$ cat src/rtl/bcd_sevenseg_scan.sv
// Three-digit multiplexed seven-segment driver fed from a binary-to-BCD converter.
// Loaded digits are double-buffered and only reach the display at a frame boundary.
module bcd_sevenseg_scan #(
   parameter int REFRESH_DIV = 50000,
   parameter bit ACTIVE_LOW  = 1'b1
) (
   input  logic       clk,
   input  logic       rst,
   input  logic       load,
   input  logic [1:0] hundreds,
   input  logic [3:0] tens,
   input  logic [3:0] units,
   input  logic       blank_lz,
   output logic [6:0] seg,
   output logic [2:0] an,
   output logic       frame_tick,
   output logic [1:0] state_dbg
);

   localparam int               CNT_W   = (REFRESH_DIV > 2) ? $clog2(REFRESH_DIV) : 1;
   localparam logic [CNT_W-1:0] CNT_MAX = CNT_W'(REFRESH_DIV - 1);
   localparam logic [6:0]       SEG_OFF = ACTIVE_LOW ? 7'h7F : 7'h00;
   localparam logic [2:0]       AN_OFF  = ACTIVE_LOW ? 3'b111 : 3'b000;

   typedef enum logic [1:0] {
      ST_HUND = 2'd0,
      ST_TENS = 2'd1,
      ST_UNIT = 2'd2
   } state_e;

   state_e           state_q, state_d;
   logic [CNT_W-1:0] div_cnt_q, div_cnt_d;
   logic [9:0]       active_q, active_d;
   logic [9:0]       pending_q, pending_d;
   logic             pend_valid_q, pend_valid_d;
   logic             boundary_q, boundary_d;
   logic [6:0]       seg_q, seg_d;
   logic [2:0]       an_q, an_d;
   logic             frame_tick_q, frame_tick_d;

   logic             digit_step;
   logic             frame_step;
   logic [3:0]       cur_digit;
   logic             blank_digit;
   logic [6:0]       seg_raw;
   logic [2:0]       an_raw;

   function automatic logic [6:0] decode(input logic [3:0] d);
      logic [6:0] s;
      case (d)
         4'd0:    s = 7'h3F;
         4'd1:    s = 7'h06;
         4'd2:    s = 7'h5B;
         4'd3:    s = 7'h4F;
         4'd4:    s = 7'h66;
         4'd5:    s = 7'h6D;
         4'd6:    s = 7'h7D;
         4'd7:    s = 7'h07;
         4'd8:    s = 7'h7F;
         4'd9:    s = 7'h6F;
         default: s = 7'h79;
      endcase
      return s;
   endfunction

   // State register
   always_ff @(posedge clk) begin
      if (rst) begin
         state_q <= ST_HUND;
      end else begin
         state_q <= state_d;
      end
   end

   // Next-state logic: the digit FSM only moves on a prescaler wrap
   always_comb begin
      digit_step = (div_cnt_q == CNT_MAX);
      state_d    = state_q;
      if (digit_step) begin
         case (state_q)
            ST_HUND: state_d = ST_TENS;
            ST_TENS: state_d = ST_UNIT;
            ST_UNIT: state_d = ST_HUND;
            default: state_d = ST_HUND;
         endcase
      end
   end

   // Prescaler and double buffer; a load in the boundary cycle stays pending
   always_comb begin
      frame_step   = digit_step && (state_q == ST_UNIT);
      div_cnt_d    = digit_step ? '0 : div_cnt_q + 1'b1;
      active_d     = active_q;
      pending_d    = pending_q;
      pend_valid_d = pend_valid_q;
      boundary_d   = frame_step;
      if (frame_step && pend_valid_q) begin
         active_d     = pending_q;
         pend_valid_d = 1'b0;
      end
      if (load) begin
         pending_d    = {hundreds, tens, units};
         pend_valid_d = 1'b1;
      end
   end

   // Output logic: segments and enables come from the same state so they switch together
   always_comb begin
      cur_digit   = 4'd0;
      blank_digit = 1'b0;
      an_raw      = 3'b000;
      case (state_q)
         ST_HUND: begin
            cur_digit   = {2'b00, active_q[9:8]};
            blank_digit = blank_lz && (active_q[9:8] == 2'd0);
            an_raw      = 3'b100;
         end
         ST_TENS: begin
            cur_digit   = active_q[7:4];
            blank_digit = blank_lz && (active_q[9:8] == 2'd0) && (active_q[7:4] == 4'd0);
            an_raw      = 3'b010;
         end
         ST_UNIT: begin
            cur_digit   = active_q[3:0];
            an_raw      = 3'b001;
         end
         default: begin
            blank_digit = 1'b1;
         end
      endcase
      seg_raw      = blank_digit ? 7'h00 : decode(cur_digit);
      seg_d        = ACTIVE_LOW ? ~seg_raw : seg_raw;
      an_d         = ACTIVE_LOW ? ~an_raw : an_raw;
      frame_tick_d = boundary_q;
   end

   always_ff @(posedge clk) begin
      if (rst) begin
         div_cnt_q    <= '0;
         active_q     <= '0;
         pending_q    <= '0;
         pend_valid_q <= 1'b0;
         boundary_q   <= 1'b0;
         seg_q        <= SEG_OFF;
         an_q         <= AN_OFF;
         frame_tick_q <= 1'b0;
      end else begin
         div_cnt_q    <= div_cnt_d;
         active_q     <= active_d;
         pending_q    <= pending_d;
         pend_valid_q <= pend_valid_d;
         boundary_q   <= boundary_d;
         seg_q        <= seg_d;
         an_q         <= an_d;
         frame_tick_q <= frame_tick_d;
      end
   end

   assign seg        = seg_q;
   assign an         = an_q;
   assign frame_tick = frame_tick_q;
   assign state_dbg  = state_q;

endmodule

$ cat config.mk
export PLATFORM = sky130hd
export DESIGN_NAME = bcd_sevenseg_scan
export DESIGN_NICKNAME = d
export VERILOG_FILES = /design/src/rtl/bcd_sevenseg_scan.sv
export SDC_FILE = /design/constraint.sdc
export NUM_CORES = 1
export LEC_CHECK = 0
export ABC_CLOCK_PERIOD_IN_PS = 2300
export BUFFER_PORTS_ARGS = -buffer_cell sky130_fd_sc_hd__clkbuf_2
export CORE_MARGIN = 10
export CORE_UTILIZATION = 42
export DETAILED_ROUTE_END_ITERATION = 7
export GPL_TIMING_DRIVEN = 0
export SYNTH_ARGS = -nofsm -noshare
export SYNTH_HDL_FRONTEND = slang
export SYNTH_SLANG_ARGS = --single-unit
$ cat constraint.sdc
create_clock -name clk -period 2.3 [get_ports clk]
set_clock_uncertainty 0.15 [all_clocks]
set_input_delay 0 -clock clk [delete_from_list [all_inputs] [get_ports clk]]
set_output_delay 0 -clock clk [all_outputs]
set_load 0.005 [all_outputs]
==> impl_metrics.ini <==
[synthesis]
syn_nets = 265
synth.ff_latch_count = 51
synth_cell_type_count = 44
seq_area_frac_synth_pct = 45.5
synth_ff_type = dfxtp_1
netlist_area_um2 = 2240
synth_edf_count = 0
yosys_warnings = 0
async_reset_ff_share_pct = 0
syn_avg_cell_area_um2 = 9.15
syn_inst = 245

[min_path]
min_to = pending_q[8]$_SDFFE_PP0P_
worstHoldStart = load
hold-path-cell-count = 4
hold_class = in2reg

[worst_setup_path]
r2r_cells = 6
path_depth = 6
critical_path.max_fanout = 9
crit_chain = nor2b_1, clkbuf_1, a21oi_1, ha_1, and2_1, o31ai_1
required_ns = 2.36
worstPathArrival_ns = 2.12
worstPathBufferInverterCount = 1
timing.rr.end = seg[3]$_SDFF_PP1_
crit_slowest_cell = dfxtp_1
rrSetupSlack_ns = 0.24
worstSetupPathType = reg2reg
worstSetupStartpointType = flop
crit_family = compound AO/OA/AOI/OAI gates
slowest_delay_ns = 0.41
reg2reg_from = state_dbg[1]$_SDFFE_PP0N_
crit_path_end_kind = flop

[final_layout]
post-route-util_pct = 51.9
antennaDiodeCount = 0
layout-drive-gt1-share_pct = 16.2
final_nets = 309
final_cells = 360
area_growth_pct = 19.1

[grt]
grt_max_degree = 19
grt_overflow = 0
grt_pass1_wl_um = 8820
antenna_found_initial = 0
track_usage_pct = 12.3
grt_pass1_vias = 1796

[clock_tree]
cts_max_path_buffers = 2
path_clk_slew_ns = 0.10
clock-sinks = 51
cts_tree = done
post_cts_resized = 0
htreeDepth = 2
cts-root-buf = clkbuf_8
cts_setup_buffers = 0
cts_hold_buf = 12
cts_made_buffers = 5
clock_latency_ns = 0.31

[pwr]
ir_drop_v = 0.000501
p_per_area_nw_per_um2 = 581
p_int_mw = 1.18
comb_power_share_pct = 5.8
seqPwrFrac_pct = 59.1
power_frac_clock_pct = 35.1
power_switching_mw = 0.373
static-leakage-power_nw = 0.997
swShare_pct = 24.1

[run_status]
status = completed

[timing]
hold_violations = 0
setup_viol = 0
final_min_period_over_clock_period_pct = 89.7
period_minus_slack_ns = 2.06
whs_ns = 0.262
worst_pin_slew_ns = 0.747
finalSetupTns_ns = 0
max_freq_mhz = 485
drv_slew = 0
rsz0062_at_grt = false
slew_headroom_pct = 50.2

[die]
dieWidth_um = 93.1
core_um2 = 5140
initial_core_util_pct = 43.6
design.die.area_um2 = 8660
io_pins = 27
rows = 26
die_h_um = 93.1

[detailed_routing]
wl_met3_um = 315
dr.pass1.iters = 4
ant_nets = 0
drc_errors = 0
vias_per_cell = 5.10
route.met2.wl_um = 2110
initialDrtViolationCount = 108
wl_per_cell_um = 14.0
via_count = 1837
routed_wl_um = 5030
top_layer_used = met4
drt-met1-wl_um = 2510

[run]
drv_cap = 0

[place]
hpwl_um = 3470
portBuffers = 25
dp.cells = 340
gp_congestion = 0.829
[worst reg2reg max path, stage by stage (launching register included)]
cell,delay (ns)
dfxtp_1,0.41
nor2b_1,0.15
clkbuf_1,0.33
a21oi_1,0.23
ha_1,0.32
and2_1,0.13
o31ai_1,0.25
[synth_stat cells, types with 5 or more instances]
cell	number	area [um^2]
o21a_1	5	37.5
nand2_1	10	37.5
nor4_1	5	31.3
a21oi_1	12	60.1
nand4_1	13	81.3
nand3_1	8	40.0
nor2_1	36	135
o21ai_1	10	50.1
xnor2_1	13	114
inv_1	9	33.8
ha_1	6	75.1
mux2i_1	14	140
clkbuf_1	6	22.5
nor3_1	6	30.0
dfxtp_1	51	1020
[through the flow]
| step | instance area [um^2] | total power [mW] | worst slack (ns) |
|---|---|---|---|
| 2_1_floorplan | 2240 | 0.980 | 0.424 |
| 3_3_place_gp | 2450 | 1.01 | 0.216 |
| 3_5_place_dp | 2450 | 1.01 | 0.257 |
| 4_1_cts | 2670 | 1.57 | 0.233 |
| 5_1_grt | 2670 | 1.62 | 0.0944 |
| 6_report | 2670 | 1.55 | 0.237 |
[layer usage]
metal | vias to the layer above | GRT usage (%)
met4 | 0 | 5.14
met3 | 7 | 4.64
met2 | 35 | 17.5
met5 | - | 0
met1 | 837 | 16.1
li1 | 958 | -
[how the worst max path moves through the flow]
stage	from	to	slack (ns)
global route	state_dbg[1]$_SDFFE_PP0N_	seg[3]$_SDFF_PP1_	0.09
detailed placement	div_cnt_q[0]$_SDFF_PP0_	div_cnt_q[9]$_SDFF_PP0_	0.26
CTS	div_cnt_q[0]$_SDFF_PP0_	div_cnt_q[9]$_SDFF_PP0_	0.23
finish	state_dbg[1]$_SDFFE_PP0N_	seg[3]$_SDFF_PP1_	0.24
global placement	state_dbg[0]$_SDFFE_PP0N_	seg[4]$_SDFF_PP1_	0.22
floorplan	div_cnt_q[0]$_SDFF_PP0_	active_q[2]$_SDFFE_PP0P_	0.42
[final cells by class]
| class | instances | area [um^2] |
|---|---|---|
| Clock inverter | 3 | 26.3 |
| Clock buffer | 5 | 68.8 |
| Multi-Input combinational cell | 172 | 1120 |
| Sequential cell | 51 | 1020 |
| Tap cell | 70 | 87.6 |
| Buffer | 13 | 68.8 |
| Timing Repair Buffer | 37 | 245 |
| Inverter | 9 | 33.8 |
| Fill cell | 519 | 2470 |
[sequential cells by signal, indices dropped and copies added, names as in the netlist]
signal        flops
div_cnt_q        16
active_q         10
pending_q        10
seg               7
an                3
state_dbg         2
boundary_q        1
frame_tick        1
pend_valid_q      1
[cell usage in the layout, fill, tap and decap left out, drive strengths merged, types with 2 or more instances in the layout]
| master | count |
|---|---|
| a21oi | 12 |
| a31o | 2 |
| and2 | 2 |
| buf | 7 |
| clkbuf | 36 |
| dfxtp | 51 |
| dlygate4sd3 | 12 |
| ha | 6 |
| inv | 11 |
| mux2i | 14 |
| nand2 | 10 |
| nand2b | 2 |
| nand3 | 10 |
| nand4 | 13 |
| nor2 | 36 |
| nor2b | 3 |
| nor3 | 6 |
| nor4 | 6 |
| o21a | 5 |
| o21ai | 15 |
| o2bb2ai | 2 |
| xnor2 | 13 |
[power groups by stage]
| stage | clock network, mW | registers [mW] | logic (mW) |
|---|---|---|---|
| global route | 0.597 | 0.920 | 0.0996 |
| global placement | 0 | 0.937 | 0.0719 |
| CTS | 0.565 | 0.917 | 0.0899 |
| floorplan | 0 | 0.936 | 0.0440 |
| finish | 0.544 | 0.917 | 0.0894 |
| detailed placement | 0 | 0.938 | 0.0733 |
[cells by family after synthesis]
family                     count (synthesis)  share of synthesized area [%]
xor gates and xnor gates                  14                           5.47
adders and majority gates                  6                           3.35
DFF                                       51                           45.5
AOI/OAI and AO/OA                         46                           13.7
muxes                                     14                           6.25
and+or+nand+nor                           92                           21.2
buffers and inverters                     22                           4.58
(Power assumes the default switching activity.)
